File: src/rtl/cdb_pkg.sv
// Shared types and constants for the completion-bus result arbiter.
// Packet layout is {tag, data}; EXC_PAT in the data field marks a faulting result.
package cdb_pkg;

    localparam int N_REQ  = 3;
    localparam int TAG_W  = 8;
    localparam int DATA_W = 32;
    localparam int PKT_W  = TAG_W + DATA_W;
    localparam int IDX_W  = 2;

    localparam logic [DATA_W-1:0] EXC_PAT = 32'hFFFF_FFFF;

    localparam logic [IDX_W-1:0] REQ_ADD  = 2'd0;
    localparam logic [IDX_W-1:0] REQ_MULT = 2'd1;
    localparam logic [IDX_W-1:0] REQ_LOAD = 2'd2;

    // Base tags of each unit's reservation stations; 8'h00 is still a legal tag.
    localparam logic [TAG_W-1:0] TAG_ADD_BASE  = 8'h00;
    localparam logic [TAG_W-1:0] TAG_MULT_BASE = 8'h40;
    localparam logic [TAG_W-1:0] TAG_LOAD_BASE = 8'h80;

    typedef struct packed {
        logic [TAG_W-1:0]  tag;
        logic [DATA_W-1:0] data;
    } cdb_pkt_t;

    function automatic logic is_exc(input logic [DATA_W-1:0] d);
        return d == EXC_PAT;
    endfunction

endpackage

File: src/rtl/cdb_result_arbiter_rr_pick.sv
// Combinational rotate-priority picker: first valid bit at or above i_ptr, wrapping mod N.
module rr_pick #(
    parameter int N = 3,
    parameter int W = 2
) (
    input  logic [N-1:0] i_valid,
    input  logic [W-1:0] i_ptr,
    output logic [N-1:0] o_onehot,
    output logic [W-1:0] o_idx,
    output logic         o_any
);

    int cand;

    // Scan offsets from farthest to nearest so the nearest valid requester wins.
    always_comb begin
        o_onehot = '0;
        o_idx    = '0;
        o_any    = 1'b0;
        cand     = 0;
        for (int off = N - 1; off >= 0; off--) begin
            cand = (int'(i_ptr) + off) % N;
            if (i_valid[cand]) begin
                o_onehot       = '0;
                o_onehot[cand] = 1'b1;
                o_idx          = W'(cand);
                o_any          = 1'b1;
            end
        end
    end

endmodule

File: src/rtl/cdb_result_arbiter.sv
// Round-robin arbiter driving one registered result slot onto the completion bus.
// Define CDB_ARB_EXC_PRIO_EN to let exception results (data == EXC_PAT) jump the queue.
module cdb_result_arbiter
    import cdb_pkg::*;
(
    input  logic                   clk,
    input  logic                   rst,
    input  logic [N_REQ-1:0]       req_valid,
    input  logic [N_REQ*PKT_W-1:0] req_data,
    output logic [N_REQ-1:0]       req_ready,
    input  logic                   flush,
    output logic                   cdb_valid,
    output logic [PKT_W-1:0]       cdb_data,
    input  logic                   cdb_ready,
    output logic                   cdb_exc,
    output logic [IDX_W-1:0]       cdb_src
);

    cdb_pkt_t         r_slot;
    logic             r_valid;
    logic [IDX_W-1:0] r_src;
    logic [IDX_W-1:0] r_ptr;

    cdb_pkt_t         w_pkt [N_REQ];
    logic [N_REQ-1:0] w_rr_onehot;
    logic [IDX_W-1:0] w_rr_idx;
    logic             w_rr_any;
    logic [N_REQ-1:0] w_gnt_onehot;
    logic [IDX_W-1:0] w_gnt_idx;
    logic             w_gnt_any;
    logic             w_slot_free;
    logic             w_grant_en;
    logic             w_take;
    logic [IDX_W-1:0] w_ptr_next;

    for (genvar gi = 0; gi < N_REQ; gi++) begin : g_unpack
        assign w_pkt[gi] = req_data[gi*PKT_W +: PKT_W];
    end

    rr_pick #(.N(N_REQ), .W(IDX_W)) u_pick (
        .i_valid  (req_valid),
        .i_ptr    (r_ptr),
        .o_onehot (w_rr_onehot),
        .o_idx    (w_rr_idx),
        .o_any    (w_rr_any)
    );

`ifdef CDB_ARB_EXC_PRIO_EN
    logic [N_REQ-1:0] w_req_exc;

    for (genvar gi = 0; gi < N_REQ; gi++) begin : g_exc
        assign w_req_exc[gi] = req_valid[gi] && is_exc(w_pkt[gi].data);
    end

    // Lowest-index exception requester overrides the round-robin choice.
    always_comb begin
        w_gnt_onehot = w_rr_onehot;
        w_gnt_idx    = w_rr_idx;
        w_gnt_any    = w_rr_any;
        for (int i = N_REQ - 1; i >= 0; i--) begin
            if (w_req_exc[i]) begin
                w_gnt_onehot    = '0;
                w_gnt_onehot[i] = 1'b1;
                w_gnt_idx       = IDX_W'(i);
                w_gnt_any       = 1'b1;
            end
        end
    end
`else
    assign w_gnt_onehot = w_rr_onehot;
    assign w_gnt_idx    = w_rr_idx;
    assign w_gnt_any    = w_rr_any;
`endif

    assign w_slot_free = !r_valid || cdb_ready;
    assign w_grant_en  = w_slot_free && !flush && !rst;
    assign w_take      = w_grant_en && w_gnt_any;
    assign req_ready   = w_grant_en ? w_gnt_onehot : '0;
    assign w_ptr_next  = (w_gnt_idx == IDX_W'(N_REQ - 1)) ? '0 : w_gnt_idx + 1'b1;

    always_ff @(posedge clk) begin
        if (rst) begin
            r_valid <= 1'b0;
            r_slot  <= '0;
            r_src   <= '0;
            r_ptr   <= '0;
        end else if (flush) begin
            r_valid <= 1'b0;
            r_slot  <= '0;
        end else if (w_take) begin
            r_valid <= 1'b1;
            r_slot  <= w_pkt[w_gnt_idx];
            r_src   <= w_gnt_idx;
            r_ptr   <= w_ptr_next;
        end else if (cdb_ready) begin
            r_valid <= 1'b0;
            r_slot  <= '0;
        end
    end

    assign cdb_valid = r_valid;
    assign cdb_data  = r_slot;
    assign cdb_src   = r_src;
    assign cdb_exc   = r_valid && is_exc(r_slot.data);

endmodule

File: config.mk
export PLATFORM = sky130hd
export DESIGN_NAME = cdb_result_arbiter
export DESIGN_NICKNAME = d
export VERILOG_FILES = /design/src/rtl/cdb_pkg.sv /design/src/rtl/cdb_result_arbiter_rr_pick.sv /design/src/rtl/cdb_result_arbiter.sv
export SDC_FILE = /design/constraint.sdc
export NUM_CORES = 1
export LEC_CHECK = 0
export CORE_ASPECT_RATIO = 0.9
export CORE_MARGIN = 5
export CORE_UTILIZATION = 42
export DETAILED_ROUTE_END_ITERATION = 6
export PLACE_DENSITY_LB_ADDON = 0.05
export SKIP_LAST_GASP = 1
export SYNTH_ARGS = -nofsm -noshare
export SYNTH_HDL_FRONTEND = slang
export SYNTH_HIERARCHICAL = 1
export SYNTH_SLANG_ARGS = --single-unit
File: constraint.sdc
create_clock -name clk -period 3.5 [get_ports clk]
set_input_delay 0.875 -clock clk [delete_from_list [all_inputs] [get_ports clk]]
set_output_delay 0.875 -clock clk [all_outputs]
set_load 0.03 [all_outputs]
==> Yosys cells after proc, flatten, opt, wreduce, memory -nomap -nowiden <==
Index checks and enable logic that the tools add are counted.
{ "word_totals": {"regBits": 45, "input_bits": 127, "output_inout_bits": 47} }
{ "op_classes": {"addsub": 3, "n_div": 3, "magnitude_cmp": 7, "eq_ne": 2, "mux": 33, "bitwise_logic": 2, "n_reduce_logical": 14} }
{ "ops": {"columns": ["op", "count"], "rows": [
  ["2-to-1 mux 40 bit", 4],
  [">= comparator 32 x 1 -> 1 bit, second input constant", 3],
  ["< comparator 32 x 4 -> 1 bit, second input constant", 3],
  ["binary-select mux 40 bit (select 2 bit)", 1],
  ["modulo 32 x 3 -> 32 bit, second input constant", 2],
  ["equality test 32 bit, second input constant", 1],
  ["modulo 3 x 3 -> 32 bit, second input constant", 1],
  ["2-to-1 mux 1 bit", 14],
  ["2-to-1 mux 3 bit", 4],
  ["2-to-1 mux 2 bit", 4],
  ["logical AND 1 bit", 7],
  ["binary-select mux 1 bit (select 2 bit)", 3],
  ["demux 1 bit (select 2 bit)", 3],
  ["adder 2 x 1 -> 3 bit, second input constant", 1],
  ["adder 2 x 2 -> 3 bit, second input constant", 1],
  [">= comparator 3 bit, second input constant", 1],
  ["logical NOT 1 bit", 3],
  ["NOT 2 -> 3 bit", 1],
  ["adder 2 x 1 -> 2 bit, second input constant", 1],
  ["equality test 2 bit, second input constant", 1],
  ["AND reduction 2 bit", 1],
  ["nonzero test 2 bit", 1],
  ["OR reduction 2 bit", 1],
  ["logical OR 1 bit", 1],
  ["NOT 1 bit", 1]
]} }

==> Longest topological paths before layout <==
{ "depth": {"depth_word": 13, "ltp_mapped": 13} }

==> Modules after synthesis <==
Netlist, hierarchy kept.
{ "modules_own_cells": {"columns": ["module", "n_inst", "cells_per_inst", "area_each_um2"], "rows": [
  ["cdb_result_arbiter", 1, 323, 3424.5],
  ["rr_pick", 1, 45, 345.3]
]} }

==> Worst setup path before layout <==
Ideal clock, no wire load.
{ "synth_path": {"path_type": "register to output", "start": "reg r_slot (netlist bit cdb_data[10])", "end": "out cdb_exc", "arrival_time_ns": 1.856, "required_ns": 2.625, "setup_slack_ns": 0.769, "stages_incl_launch_ff": 4, "path_buffers": 0, "cell_sequence": "dfxtp_1 -> nand4_1 -> or4_1 -> nor3_1"} }
{ "synth_via": {"elab_chain_len": 2} }
{ "synth_lines": {"columns": ["item", "line_no", "text"], "rows": [
  ["from (decl)", "cdb_result_arbiter.sv:19", "cdb_pkt_t r_slot;"],
  ["from (signal assigned)", "cdb_result_arbiter.sv:92", "r_slot <= w_pkt[w_gnt_idx];"],
  ["equality test 32 bit", "cdb_pkg.sv:28", "return d == EXC_PAT;"],
  ["logical AND 1 bit", "cdb_result_arbiter.sv:104", "assign cdb_exc = r_valid && is_exc(r_slot.data);"],
  ["to (decl)", "cdb_result_arbiter.sv:15", "output logic cdb_exc,"]
]} }
Every way passes these cells.

==> Worst setup path after layout <==
{ "layout_path": {"start": "in req_valid[1]", "end": "out req_ready[2]"} }
{ "layout_via": {"elab_chain_len": 7} }
{ "layout_lines": {"columns": ["item", "line_no", "text"], "rows": [
  ["from (decl)", "cdb_result_arbiter.sv:8", "input logic [N_REQ-1:0] req_valid,"],
  ["binary-select mux 1 bit (select 2 bit)", "cdb_result_arbiter_rr_pick.sv:23", "if (i_valid[cand]) begin"],
  ["2-to-1 mux 1 bit (implied by the code) (2 in series)", "cdb_result_arbiter_rr_pick.sv:23", null],
  ["2-to-1 mux 3 bit (2 in series)", "cdb_result_arbiter_rr_pick.sv:23", null],
  ["2-to-1 mux 3 bit (*)", "cdb_result_arbiter_rr_pick.sv:23", null],
  ["net w_gnt_onehot[2]", "cdb_result_arbiter.sv:28", "logic [N_REQ-1:0] w_gnt_onehot;"],
  ["2-to-1 mux 3 bit (*)", "cdb_result_arbiter.sv:78", "assign req_ready = w_grant_en ? w_gnt_onehot : '0;"],
  ["to (decl)", "cdb_result_arbiter.sv:10", "output logic [N_REQ-1:0] req_ready,"]
]} }
Mark *: on every way through the listed nets, which the timed path passes. The rest lies on a longest branch. The select of a mux whose other input is x is not followed.

==> flow_metrics.env <==
export IMPL_power_leakage_uw=0.00185
export IMPL_hold_slack_ps=483
export IMPL_overflow=0
export IMPL_min_delay_start="cdb_src[1]"
export IMPL_synth_nets=499
export IMPL_avgViaCountPerCell=5.66
export IMPL_synthArstFlopShare=0
export IMPL_yosysTopAreaCell="dfxtp_1"
export IMPL_crit_chain="clkdlybuf4s50_1 > nor2b_2 > mux2i_1 > o2bb2ai_1 > mux2_2 > and3_1 > buf_4"
export IMPL_hold_path_class="reg2reg"
export IMPL_tightest_slew_ps=1110
export IMPL_ys_ff_latch=45
export IMPL_synth_edff_count=0
export IMPL_synth_top_area_share=0.239
export IMPL_place_worst_setup_slack_ps=28.3
export IMPL_synth_area_um2=3770
export IMPL_grt_max_degree=32
export IMPL_die_x_um=110
export IMPL_gp_congestion=0.857
export IMPL_cts_tree="yes"
export IMPL_fin_ws_ps=93.0
export IMPL_end_kind="output port"
export IMPL_clock_path_buffers=2
export IMPL_syn_area_per_cell_um2=10.2
export IMPL_status="finished, final reports clean"
export IMPL_post_drt_wl_per_cell_um=19.1
export IMPL_first_pass_iters=4
export IMPL_vdd_drop_max_mv=0.158
export IMPL_final_cell_mix="170 x clkdlybuf4s50_1, 45 x dfxtp_1, 43 x nand2_1"
export IMPL_first_global_vias=3758
export IMPL_cpPeakStageDelay_ps=570
export IMPL_grt_usage=0.215
export IMPL_internal_power_uw=1070
export IMPL_hold_viol=0
export IMPL_numCtsBuffers=5
export IMPL_cap_viol_max_count=0
export IMPL_drv_slew=0
export IMPL_clock_sinks=45
export IMPL_drtIter0Drc=153
export IMPL_hpwlAfterDp_mm=9.13
export IMPL_path_class="in2out"
export IMPL_r2r_end="cdb_data[32]"
export IMPL_core_area_um2=8650
export IMPL_die_y_um=99.9
export IMPL_cp_slowest_cell="clkdlybuf4s50_1"
export IMPL_skew_ps=8.41
export IMPL_drive_gt1_frac=0.253
export IMPL_synth_flop_cell="dfxtp_1"
export IMPL_fin_crit_ps=3410
export IMPL_clkPwrFrac=0.230
export IMPL_period_share=0.973
export IMPL_syn_inst=368
export IMPL_cp_arrival_ps=2530
export IMPL_final_common_cell="clkdlybuf4s50_1"
export IMPL_num_vias=3648
export IMPL_h_tree_depth=2
export IMPL_drc=0
export IMPL_io_pins=174
export IMPL_powerDensity_nw_per_um2=278
export IMPL_insertion_delay_ps=300
export IMPL_cp_required_ps=2620
export IMPL_wirelength_mm=12.3
export IMPL_antenna_found_initial=0
export IMPL_cts_root_buf="clkbuf_8"
export IMPL_ant_nets=0
export IMPL_nets=656
export IMPL_max_slew_margin=0.259
export IMPL_p_comb_frac=0.426
export IMPL_area_growth_pct=51.6
export IMPL_clkSlewWorstSetupHoldPaths_ps=90
export IMPL_rrSetupSlack_ps=520
export IMPL_synth_cell_types=45
export IMPL_hold_depth=2
export IMPL_ys_seq_area_frac=0.239
export IMPL_p_switching_uw=520
export IMPL_r2r_cells=10
export IMPL_rsz0062_at_grt="no"
export IMPL_cp_start_kind="input pin"
export IMPL_r2r_start="r_ptr[1]"
export IMPL_setup_viol=0
export IMPL_grt_pass1_wl_mm=19.0
export IMPL_dieArea_um2=11000
export IMPL_swShare=0.327
export IMPL_fp_row_count=32
export IMPL_fillers=732
export IMPL_cp_max_fo=5
export IMPL_synthTopCellsByArea="dfxtp_1 24%, mux2_4 14%, a2111oi_2 13%, nand2b_1 7.0%, a221oi_1 6.3%"
export IMPL_numPortBuffers=173
export IMPL_tns_ps=0
export IMPL_ys_warn_count=6
export IMPL_fmaxAchievable_ghz=0.294
export IMPL_cts_setup_buffers=0
export IMPL_diodes=0
export IMPL_holdPathEnd="cdb_src[1]"
export IMPL_p_seq_frac=0.344
export IMPL_start_util=0.436
## state kept, by name, summed over array words and instances, names as in the netlist
signal and flops:
cdb_valid 1, cdb_src 2, cdb_data 40, r_ptr 2
## cell usage after synthesis (4+ instances only)
library cell	instances
a2111oi_0	4
a2111oi_2	33
a21oi_1	7
a221oi_1	27
a221oi_2	14
buf_2	25
buf_6	5
clkbuf_1	5
dfxtp_1	45
ha_1	4
inv_1	6
mux2_2	5
mux2_4	36
nand2_1	43
nand2b_1	42
nand4_1	11
nor2_1	5
nor2b_1	5
o31ai_1	4
## power groups by stage
| stage | combinational [uW] | sequential, uW | clock (uW) |
|---|---|---|---|
| detailed placement | 674 | 558 | 0 |
| finish | 676 | 546 | 366 |
| CTS | 678 | 546 | 377 |
| global route | 715 | 549 | 395 |
| floorplan | 379 | 589 | 0 |
| global placement | 668 | 557 | 0 |
## cell families (layout without fill, tap and decap cells)
| group | after synthesis | count (layout) | synth area share |
|---|---|---|---|
| mux | 45 | 45 | 0.172 |
| flops | 45 | 45 | 0.239 |
| compound gates | 106 | 106 | 0.328 |
| fa+ha+maj | 4 | 4 | 0.0133 |
| simple gates | 118 | 118 | 0.165 |
| buf+inv | 50 | 208 | 0.0826 |
## how the worst max path moves through the flow
stage                     cells after the start  slack, ps    startpoint            to
final                                         7         90  req_valid[1]  req_ready[2]
after floorplan                               3        770  cdb_data[10]       cdb_exc
after global placement                        7        110  req_valid[1]  req_ready[2]
after CTS                                     7         50  req_valid[1]  req_ready[2]
after detailed placement                      9         30  req_valid[2]  cdb_data[32]
after global routing                          7         10  req_valid[1]  req_ready[2]
## metal layers
| layer | up-vias | GRT usage | routed length [um] |
|---|---|---|---|
| met5 | - | 0 | 0 |
| met4 | 0 | 0.0336 | 87 |
| met3 | 9 | 0.0617 | 1110 |
| met2 | 145 | 0.374 | 5850 |
| met1 | 1755 | 0.268 | 5280 |
| li1 | 1739 | - | - |
## cell type report
class,count,area (um2),share of cell area
multi-input combinational,273,2590,0.453
timing repair buffer,193,1950,0.341
inverter,7,26.3,0.00460
sequential,45,901,0.158
clock buffer,7,96.3,0.0169
clock inverter,1,5.00,0.000876
tap,119,149,0.0261
## critical path: cells and delay by family
family / cells / cell delay [ps]
AOI/OAI and AO/OA: 1 / 80
muxes: 2 / 470
and+or+nand+nor: 2 / 380
buffers and inverters: 2 / 730
## what timing repair did
action	in CTS	in global routing
setup endpoints to repair	0	1
resized for setup	0	1
hold buffers	0	0
## through the flow
step	util	area [um2]	instances	power, uW
after CTS	0.661	5710	645	1600
after floorplan	-	3770	368	968
after detailed placement	0.649	5610	637	1230
after global placement	0.649	5610	637	1230
final	0.661	5720	645	1590
after global routing	0.661	5720	645	1660
(Power assumes the default switching activity.)
